$ cat config.mk
export PLATFORM = sky130hd
export DESIGN_NAME = instr_fetch_unit
export DESIGN_NICKNAME = d
export VERILOG_FILES = /design/src/rtl/fetch_pkg.sv /design/src/rtl/pc_counter.sv /design/src/rtl/instr_fetch_unit.sv
export SDC_FILE = /design/constraint.sdc
export NUM_CORES = 1
export LEC_CHECK = 0
export CORE_MARGIN = 3
export CORE_UTILIZATION = 44
export CTS_CLUSTER_SIZE = 12
export DETAILED_ROUTE_END_ITERATION = 7
export PLACE_DENSITY = 0.85
export SETUP_SLACK_MARGIN = 0.1
export SYNTH_ARGS = -nofsm -noshare
export SYNTH_HDL_FRONTEND = slang
export SYNTH_SLANG_ARGS = --single-unit
$ cat constraint.sdc
create_clock -name clk -period 2.9 [get_ports clk]
set_input_delay 0.29 -clock clk [delete_from_list [all_inputs] [get_ports clk]]
set_output_delay 0.29 -clock clk [all_outputs]
set_load 0.02 [all_outputs]
$ cat src/rtl/fetch_pkg.sv
// Shared definitions for the instruction fetch unit: default widths,
// FSM state encoding and the end-of-file instruction word.
package fetch_pkg;

  localparam int ADDR_WIDTH_DEF  = 10;
  localparam int INSTR_WIDTH_DEF = 16;

  localparam logic [2:0] ST_IDLE = 3'd0;
  localparam logic [2:0] ST_REQ  = 3'd1;
  localparam logic [2:0] ST_WAIT = 3'd2;
  localparam logic [2:0] ST_HOLD = 3'd3;
  localparam logic [2:0] ST_HALT = 3'd4;

  localparam logic [15:0] EOF_INSTR = 16'h0000;

endpackage

$ cat src/rtl/pc_counter.sv
// Program counter register: load, increment with natural wrap, or hold.
module pc_counter import fetch_pkg::*; #(
  parameter int                    ADDR_WIDTH = ADDR_WIDTH_DEF,
  parameter logic [ADDR_WIDTH-1:0] RESET_PC   = '0
) (
  input  logic                  clk,
  input  logic                  rst_n,
  input  logic                  load_i,
  input  logic                  inc_i,
  input  logic [ADDR_WIDTH-1:0] load_val_i,
  output logic [ADDR_WIDTH-1:0] pc_o
);

  logic [ADDR_WIDTH-1:0] pc_q, pc_d;

  // Load has priority; increment wraps modulo 2^ADDR_WIDTH with no flag.
  always_comb begin
    pc_d = pc_q;
    if (load_i) begin
      pc_d = load_val_i;
    end else if (inc_i) begin
      pc_d = pc_q + ADDR_WIDTH'(1);
    end
  end

  always_ff @(posedge clk or negedge rst_n) begin
    if (!rst_n) begin
      pc_q <= RESET_PC;
    end else begin
      pc_q <= pc_d;
    end
  end

  assign pc_o = pc_q;

endmodule

$ cat src/rtl/instr_fetch_unit.sv
// Fetches one instruction at a time, holds it until the core takes it,
// then steps or branches the PC; stops for good on the EOF word.
module instr_fetch_unit import fetch_pkg::*; #(
  parameter int                    ADDR_WIDTH  = ADDR_WIDTH_DEF,
  parameter int                    INSTR_WIDTH = INSTR_WIDTH_DEF,
  parameter logic [ADDR_WIDTH-1:0] RESET_PC    = '0
) (
  input  logic                   clk,
  input  logic                   rst,
  output logic                   imem_req,
  output logic [ADDR_WIDTH-1:0]  imem_addr,
  input  logic [INSTR_WIDTH-1:0] imem_rdata,
  input  logic                   imem_rvalid,
  output logic [INSTR_WIDTH-1:0] instruction,
  output logic                   instr_valid,
  input  logic                   core_ready,
  input  logic                   branch_en,
  input  logic [ADDR_WIDTH-1:0]  branch_target,
  output logic [ADDR_WIDTH-1:0]  pc,
  output logic                   halted,
  output logic [2:0]             dbg_state
);

  logic [2:0]             state_q, state_d;
  logic [INSTR_WIDTH-1:0] instr_q, instr_d;
  logic                   accept;
  logic                   is_eof;
  logic                   pc_load;
  logic                   pc_inc;

  // Core handshake: a word transfers on a rising edge where instr_valid and
  // core_ready are both high; instruction/pc stay put until then, and
  // core_ready, branch_en and branch_target matter only on that edge.
  assign accept = (state_q == ST_HOLD) && core_ready;
  assign is_eof = (instr_q == INSTR_WIDTH'(EOF_INSTR));

  always_comb begin
    state_d = state_q;
    instr_d = instr_q;
    pc_load = 1'b0;
    pc_inc  = 1'b0;
    case (state_q)
      ST_IDLE: state_d = ST_REQ;
      ST_REQ:  state_d = ST_WAIT;
      ST_WAIT: begin
        if (imem_rvalid) begin
          instr_d = imem_rdata;
          state_d = ST_HOLD;
        end
      end
      ST_HOLD: begin
        // EOF beats a coincident branch request.
        if (accept) begin
          if (is_eof) begin
            state_d = ST_HALT;
          end else begin
            state_d = ST_REQ;
            pc_load = branch_en;
            pc_inc  = !branch_en;
          end
        end
      end
      ST_HALT: state_d = ST_HALT;
      default: state_d = ST_IDLE;
    endcase
  end

  always_ff @(posedge clk or negedge rst) begin
    if (!rst) begin
      state_q <= ST_IDLE;
      instr_q <= '0;
    end else begin
      state_q <= state_d;
      instr_q <= instr_d;
    end
  end

  pc_counter #(
    .ADDR_WIDTH (ADDR_WIDTH),
    .RESET_PC   (RESET_PC)
  ) u_pc_counter (
    .clk        (clk),
    .rst_n      (rst),
    .load_i     (pc_load),
    .inc_i      (pc_inc),
    .load_val_i (branch_target),
    .pc_o       (pc)
  );

  assign imem_req    = (state_q == ST_REQ);
  assign imem_addr   = pc;
  assign instruction = instr_q;
  assign instr_valid = (state_q == ST_HOLD);
  assign halted      = (state_q == ST_HALT);
  assign dbg_state   = state_q;

endmodule

* Word level (Yosys, flattened, before mapping)
Cells that the tools add are included.
** Storage, ports and cells
- Bits of input ports :: 31
- Bits in read-only memories :: 0
- RAM bits :: 0
- Memories kept :: 0
- Word-level logic and storage cells :: 29
- Bits in latches :: 0
- Register bits after elaboration :: 29
** Operators by class
- Reduce and logical (&&, ||, !) cells :: 7
- Shifts and indexed selects :: 0
- Div/mod/pow operators :: 0
- Bitwise gates (word level) :: 0
- Eq/ne operators :: 6
- Multipliers :: 0
- Muxes and demuxes :: 12
- Magnitude comparators :: 0
- Add/sub/neg operators :: 1
** Operators by type and width (number)
- 2-to-1 mux 10 bit :: 2
- logical NOT 16 bit :: 1
- case mux 3 bit (5 select lines) :: 1
- adder 10 x 1 -> 10 bit, second input constant :: 1
- 2-to-1 mux 3 bit :: 3
- equality test 3 x 2 -> 1 bit, second input constant :: 2
- 2-to-1 mux 1 bit :: 6
- AND reduction 2 bit :: 2
- equality test 3 x 1 -> 1 bit, second input constant :: 1
- equality test 3 bit, second input constant :: 1
- logical NOT 3 bit :: 1
- != test 2 x 1 -> 1 bit, second input constant :: 1
- != test 2 bit, second input constant :: 1
- nonzero test 2 bit :: 1
- logical AND 1 bit :: 1
- logical NOT 1 bit :: 1

* Logic depth before layout (Yosys ltp)
Gate-level depths: netlist (run 1).
- Depth in word-level cells :: 6
- Mapped depth :: 5
- Mapped depth without buffers :: 5

* Modules after synthesis
From an unflattened synthesis (run 1), not the netlist that was laid out.
** Second synthesis, totals
- Cell total of the unflattened synthesis :: 130
- Area, all modules :: 1466.4 sq um
** Modules (own cells, without submodules)
- instr_fetch_unit :: instances 1, seq. area each 475.5 sq um, area each 899.6 sq um, cells an instance 69
- pc_counter :: instances 1, seq. area each 250.2 sq um, area each 566.8 sq um, cells an instance 61

* Worst setup path after synthesis (run 1)
OpenSTA, ideal clock, no wires.
- Path type :: reg-to-reg
- From :: reg state_q[2] (netlist: dbg_state[2])
- To :: reg u_pc_counter.pc_q[9] (netlist: u_pc_counter.pc_o[9])
- Stages on the path, launching flop included :: 5
- Arrival :: 1.433 ns
- Library setup time :: 0.124 ns
- Path slack :: 1.343 ns
- Data required time :: 2.776 ns
- Buffers on the path :: 0
- Cells stage by stage :: dfrtp_1 > and3b_4 > and2_4 > nand2_1 > a211o_1
** Between the ends
- Cells in the longest elaborated chain, start to end :: 5
- Elaborated cells between the ends (all ways) :: 8
- Those cells by class :: 1 x eq/ne; 5 x mux; 2 x reduce/logical
** Ends and longest elaborated chain
- from (decl) :: RTL line instr_fetch_unit.sv:24 : logic [2:0] state_q, state_d;
- from (signal assigned) :: RTL line instr_fetch_unit.sv:73 : state_q <= state_d;
- equality test 3 x 2 -> 1 bit *
- net instr_valid :: RTL line instr_fetch_unit.sv:15 : output logic instr_valid,
- logical AND 1 bit :: RTL line instr_fetch_unit.sv:34 : assign accept = (state_q == ST_HOLD) && core_ready;
- 2-to-1 mux 1 bit :: RTL line instr_fetch_unit.sv:53 : if (accept) begin
- 2-to-1 mux 1 bit :: RTL line instr_fetch_unit.sv:42 : case (state_q)
- 2-to-1 mux 10 bit / nonzero test 2 bit (equally long branches)
- to (signal assigned) :: RTL line pc_counter.sv:30 : pc_q <= pc_d;
- to (decl) :: RTL line pc_counter.sv:14 : logic [ADDR_WIDTH-1:0] pc_q, pc_d;
Mark *: on every way through the listed nets, which the timed path passes. The rest lies on a longest branch.
A chain may end at the register's enable or synchronous reset.

* Worst setup path in the final report (run 1)
- From :: reg state_q[0] (netlist: dbg_state[0])
- To :: out imem_req
** Between the ends
- Cells in the longest elaborated chain, start to end :: 1
** Ends and longest elaborated chain
- equality test 3 x 1 -> 1 bit :: RTL line instr_fetch_unit.sv:90 : assign imem_req = (state_q == ST_REQ);
- to (decl) :: RTL line instr_fetch_unit.sv:10 : output logic imem_req,
No other way between the ends.

==> results of run 1 <==
## through the flow
stage	util	total power, W	hold WS (ps)
finish	0.681	0.00257	360
global route	0.681	0.00272	380
CTS	0.681	0.00259	364
detailed placement	0.661	0.00229	526
global placement	0.661	0.00224	500
floorplan	-	0.00166	-5.59
## synthesized netlist by cell type, types with 2 or more instances
| library cell | instances | area [um2] |
|---|---|---|
| nand4_1 | 3 | 18.8 |
| clkbuf_1 | 2 | 7.51 |
| nand2_1 | 6 | 22.5 |
| a21oi_1 | 7 | 35.0 |
| a311oi_1 | 4 | 35.0 |
| o2bb2ai_1 | 2 | 17.5 |
| buf_4 | 11 | 82.6 |
| and3_1 | 5 | 31.3 |
| mux2_2 | 15 | 169 |
| inv_1 | 5 | 18.8 |
| buf_6 | 2 | 22.5 |
| nor4_1 | 7 | 43.8 |
| a41oi_1 | 4 | 35.0 |
| o211ai_1 | 5 | 37.5 |
| buf_2 | 2 | 10.0 |
| nor3b_1 | 3 | 22.5 |
| nand3_1 | 6 | 30.0 |
| nor2_1 | 7 | 26.3 |
| o21ai_0 | 4 | 20.0 |
| nor3_1 | 4 | 20.0 |
| dfrtp_1 | 29 | 726 |
## how the worst min path moves through the flow
stage	start	end	slack, ps	cells after the start
3_3_place_gp	instruction[5]	instruction[5]	500	1
4_1_cts	rst	u_pc_counter.pc_o[3]	360	2
3_5_place_dp	instruction[8]	instruction[8]	530	1
6_report	rst	u_pc_counter.pc_o[6]	360	2
5_1_grt	rst	instruction[10]	380	2
2_1_floorplan	rst	dbg_state[0]	-6	0
## per-layer routing
layer	up-vias	share of wire	routed length, um
li1	675	-	-
met1	710	0.40	1810
met2	64	0.50	2270
met3	5	0.085	385
met4	0	0.011	48
met5	-	0	0
## placed cells by master (no fill, tap or decap), types with 4 or more instances in the layout
| master | Yosys | layout |
|---|---|---|
| a21oi_1 | 7 | 7 |
| a311oi_1 | 4 | 4 |
| a41oi_1 | 4 | 4 |
| and3_1 | 5 | 5 |
| clkbuf_4 | 0 | 5 |
| clkdlybuf4s50_1 | 0 | 72 |
| dfrtp_1 | 29 | 29 |
| inv_1 | 5 | 5 |
| mux2_2 | 15 | 15 |
| nand2_1 | 6 | 6 |
| nand3_1 | 6 | 6 |
| nor2_1 | 7 | 7 |
| nor3_1 | 4 | 4 |
| nor4_1 | 7 | 7 |
| o211ai_1 | 5 | 5 |
| o21ai_0 | 4 | 4 |
## state kept, by name, indices dropped and copies added (netlist names)
name and flops:
dbg_state 3, u_pc_counter.pc_o 10, instruction 16
## logic make-up (layout without fill, tap and decap cells)
family | count (synthesis) | count (layout) | share of synthesized area
AO/OA/AOI/OAI | 32 | 32 | 0.146
adder cells (fa/ha/maj) | 1 | 1 | 0.00792
buffers and inverters | 23 | 86 | 0.0918
flip-flops | 29 | 29 | 0.459
multiplexers | 17 | 17 | 0.120
AND/OR/NAND/NOR | 47 | 47 | 0.174
## critical path: stages, from the launching register on
cell and delay, ps:
dfrtp_1 510, nor3b_1 320, clkdlybuf4s50_1 660
## layout make-up
cell class / count / area [um2]
clock buffer: 7 / 65.1
clock inverter: 1 / 5.00
fill: 271 / 1080
inverter: 5 / 18.8
multi-input combinational: 97 / 709
sequential: 29 / 726
tap: 46 / 57.6
timing repair buffer: 73 / 728
## power by group through the flow
stage          Combinational (W)  Clock (W)  Sequential [W]
3_3_place_gp             0.00142          0        0.000818
3_5_place_dp             0.00145          0        0.000841
4_1_cts                  0.00146   0.000295        0.000834
6_report                 0.00145   0.000288        0.000835
2_1_floorplan           0.000631          0         0.00103
5_1_grt                  0.00154   0.000311        0.000868
==> results.toml, run 1 <==
[pwr]
switchingPower_w = 0.00110
intPower_w = 0.00147
p_comb_frac = 0.563
max-vdd-ir-drop_v = 0.000569
p_clk_frac = 0.112
p_leak_nw = 0.931
p_sw_frac = 0.427
seqPwrFrac = 0.325
pwr_density_cell_nw_per_um2 = 1110

[grt]
grtUsageMet2 = 0.402
grt_use_met1 = 0.244
top_usage_layer = "met2"
globalRouteOverflowTotal = 0
grt_pass1_vias = 1482
met3_usage = 0.0782
track_usage = 0.222
antenna_found_initial = 0
grt_pass1_wl_um = 7240
grt_max_degree = 30

[final_layout]
syn2layout_area_growth_pct = 46.2
drive_gt1_frac = 0.137
stdcell_area_um2 = 2310
instances_no_fill = 258
diodes = 0
num-nets-final = 243

[clock_network]
cts_hold_buffers = 0
postCtsSetupRepairBufs = 0
clk_pin_slew_ps = 90
clock_path_buffers = 2
cts_htree_levels = 2
clkSinkCount = 29
root_buffer = "clkbuf_4"
tritoncts = "done"
clk_latency_ps = 330
numCtsBuffers = 5
post_cts_resize_count = 0

[place]
pre_cts_ws_ps = 796
place_area_um2 = 2240
hpwl_um = 3370
portBuffers = 72
gp_congestion = 0.835
placed_cells = 250

[synthesis]
synthCells = 149
synth-edff-count = 0
synth.distinct_cells = 37
synth-main-ff-cell = "dfrtp_1"
syn_avg_cell_area_um2 = 10.6
ys_async_sr_fraction = 1.00
synth_seq_area_share = 0.459
synthesis.area_um2 = 1580
synth-seq-cells = 29
yosysWarnings = 0
synthesis.nets = 181

[hold_path]
hold_path.class = "input pin to asynchronous set/reset pin"

[floorplan]
ios = 73
core_um2 = 3390
die-area_um2 = 4350
die_w_um = 65.9
initial_utilization = 0.466
die_h_um = 65.9
rows = 21

[drt]
wl_per_cell_um = 17.5
detail-route-antenna-nets = 0
drt_iter0_drc = 106
drt-pass1-iter-count = 4
route.detailed.drc = 0
wirelength_um = 4510
num_vias = 1454
vias_per_cell = 5.64

[timing]
finalHoldViolations = 0
setup_violations = 0
relSlewSlack = 0.415
tns_ps = 0
rsz0062_at_grt = "false"
slew_violations = 0
clock.fmax_ghz = 0.472
worst_slew_pin_slew_ps = 874
setup_ws_ps = 781
min_period_over_period = 0.731
fin_skew_ps = 5.40
fin_crit_ps = 2120

[job]
max_cap_violations = 0

[setup_path]
worst_r2r_endpoint = "u_pc_counter.pc_o[9]"
worst-setup-path-type = "register to output port"
crit_end = "imem_req"
r2r_cells = 4
startpoint_type = "register"
worstReg2RegStart = "instruction[1]"
path_max_fanout = 8
critPathCaptureType = "output port"
crit_arrival_ps = 1830
critPathRequiredTime_ps = 2610
reg2reg_slack_ps = 780
cp-startpoint = "dbg_state[0]"

[run_status]
status = "completed"
No activity file was read; power rests on OpenSTA's default activity.
==> run 2, diff against run 1 <==
Settings changed: CORE_UTILIZATION 44 to 37, PLACE_DENSITY 0.85 to 0.76.
Clock period 2.9 ns to 1.7 ns, I/O delays scaled along.
==> run 2 against run 1 <==
Against the previous run:
- critical endpoint is now u_pc_counter.pc_o[9]
- critical path depth rose by 3
- largest power group unchanged
- power grew 79%
- sequential power increased by 78%
- utilization is 6.6 points lower
- combinational power grew 76%
- sequential share of layout area shrank 2.4 points
- worst setup slack lost 660 ps
- clock power rose by 94%
- final cell count up 5.8%
==> results.toml, run 2 (same netlist as run 1, synthesis figures left out) <==
[final_layout]
mostFrequentLayoutCells = "58 x clkdlybuf4s50_1, 29 x dfrtp_1, 15 x mux2_2, 11 x buf_4"
num-nets-final = 254
layout_commonest_cell = "clkdlybuf4s50_1"
diodes = 0
syn2layout_area_growth_pct = 58.0
largest_reg_flops = 16
drive_gt1_frac = 0.211
fin_util = 0.615
stdcell_area_um2 = 2500

[setup_path]
worstReg2RegStart = "instruction[1]"
crit_arrival_ps = 1750
critPathRequiredTime_ps = 1870
critPathCaptureType = "register"
cp-startpoint = "instruction[1]"
reg2reg_slack_ps = 120
path_max_fanout = 3
startpoint_type = "register"
r2r_cells = 5
crit_end = "u_pc_counter.pc_o[9]"
worst-setup-path-type = "register to register"
worst_r2r_endpoint = "u_pc_counter.pc_o[9]"

[grt]
globalRouteOverflowTotal = 0
grt_pass1_wl_um = 7200
top_usage_layer = "met2"
grt_max_degree = 30
grt_pass1_vias = 1495
track_usage = 0.180
met3_usage = 0.0813
grtUsageMet2 = 0.265
grt_use_met1 = 0.232
antenna_found_initial = 0

[floorplan]
rows = 23
ios = 73
core_um2 = 4060
die_h_um = 71.4
die-area_um2 = 5090
die_w_um = 71.4
initial_utilization = 0.389

[timing]
clock.fmax_ghz = 0.632
relSlewSlack = 0.747
slew_violations = 0
fin_skew_ps = 6.87
worst_slew_pin_slew_ps = 379
min_period_over_period = 0.931
rsz0062_at_grt = "true"
fin_crit_ps = 1580
finalHoldViolations = 0
setup_violations = 0

[place]
place_area_um2 = 2320
hpwl_um = 3070
gp_congestion = 0.856
portBuffers = 72

[drt]
detail-route-antenna-nets = 0
wirelength_um = 4300
route.detailed.drc = 0
wl_per_cell_um = 15.7
num_vias = 1466
drt-pass1-iter-count = 4
vias_per_cell = 5.37
drt_iter0_drc = 168

[pwr]
p_leak_nw = 1.06
seqPwrFrac = 0.324
pwr_density_cell_nw_per_um2 = 1840
max-vdd-ir-drop_v = 0.00108
p_clk_frac = 0.121
p_sw_frac = 0.432
p_comb_frac = 0.555
switchingPower_w = 0.00198
intPower_w = 0.00261

[clock_network]
root_buffer = "clkbuf_8"
clkSinkCount = 29
cts_hold_buffers = 0
clk_pin_slew_ps = 70
clk_latency_ps = 280
clock_path_buffers = 2
numCtsBuffers = 5
cts_htree_levels = 2
tritoncts = "done"

[job]
max_cap_violations = 0

[run_status]
status = "completed"

[hold_path]
hold_path.class = "input pin to asynchronous set/reset pin"
==> run 2: cell count changes in the layout (fill, tap and decap cells not counted), moves of 2 or more <==
cell             delta
dlymetal6s2s_1      +7
clkbuf_4            -5
dlygate4sd2_1       +5
buf_4              +10
nor4_1              -5
nor4_2              +2
clkbuf_8            +3
clkdlybuf4s50_1    -14
nor4_4              +3
==> run 2: final cells by class <==
| type | instances | area [um2] |
|---|---|---|
| clock inverter | 3 | 17.5 |
| multi-input combinational | 97 | 774 |
| clock buffer | 5 | 68.8 |
| fill | 345 | 1560 |
| sequential | 29 | 726 |
| inverter | 5 | 18.8 |
| tap | 50 | 62.6 |
| timing repair buffer | 84 | 830 |
==> run 2: worst min-delay path by stage <==
stage | from | endpoint | slack [ps] | cells past startpoint
floorplan | rst | dbg_state[0] | -130 | 0
global placement | instruction[5] | instruction[5] | 500 | 1
detailed placement | instruction[5] | instruction[5] | 520 | 1
CTS | rst | instruction[3] | 280 | 2
global route | rst | instruction[6] | 320 | 2
finish | rst | instruction[3] | 270 | 2
==> run 2: through the flow <==
| stage | setup TNS, ps | setup WS [ps] | hold WS, ps | total power (W) | instances |
|---|---|---|---|---|---|
| floorplan | 0 | 143 | -126 | 0.00283 | 149 |
| CTS | 0 | 115 | 275 | 0.00454 | 271 |
| finish | 0 | 117 | 269 | 0.00459 | 273 |
| detailed placement | 0 | 19.0 | 516 | 0.00396 | 263 |
| global route | -14.9 | -14.7 | 318 | 0.00490 | 273 |
| global placement | 0 | 102 | 502 | 0.00392 | 263 |
==> run 2: metal layers <==
metal / routed length [um] / up-vias / share of wire
met5: 0 / - / 0
met4: 51 / 0 / 0.012
met3: 438 / 6 / 0.10
met2: 2010 / 62 / 0.47
met1: 1800 / 697 / 0.42
li1: - / 701 / -
==> run 2: critical path, stage by stage (launching register included) <==
cell and delay (ps):
dfrtp_1 420, nor4_4 320, nand4_1 150, buf_4 160, a41o_1 210, a211o_1 220
==> run 2: power groups by stage <==
stage / logic, W / registers (W) / clock network, W
final: 0.00255 / 0.00149 / 0.000558
after detailed placement: 0.00255 / 0.00141 / 0
after floorplan: 0.00108 / 0.00175 / 0
after CTS: 0.00253 / 0.00143 / 0.000580
after global placement: 0.00253 / 0.00140 / 0
after global routing: 0.00273 / 0.00155 / 0.000614
==> run 2: timing repair <==
item / 4_1_cts / 5_1_grt
resized for setup: 11 / 16
pin swaps: 1 / 3
buffers inserted: 0 / 2
endpoints found under the setup margin: 17 / 20
endpoints found under the hold margin: 0 / 0
cloned: 0 / 0
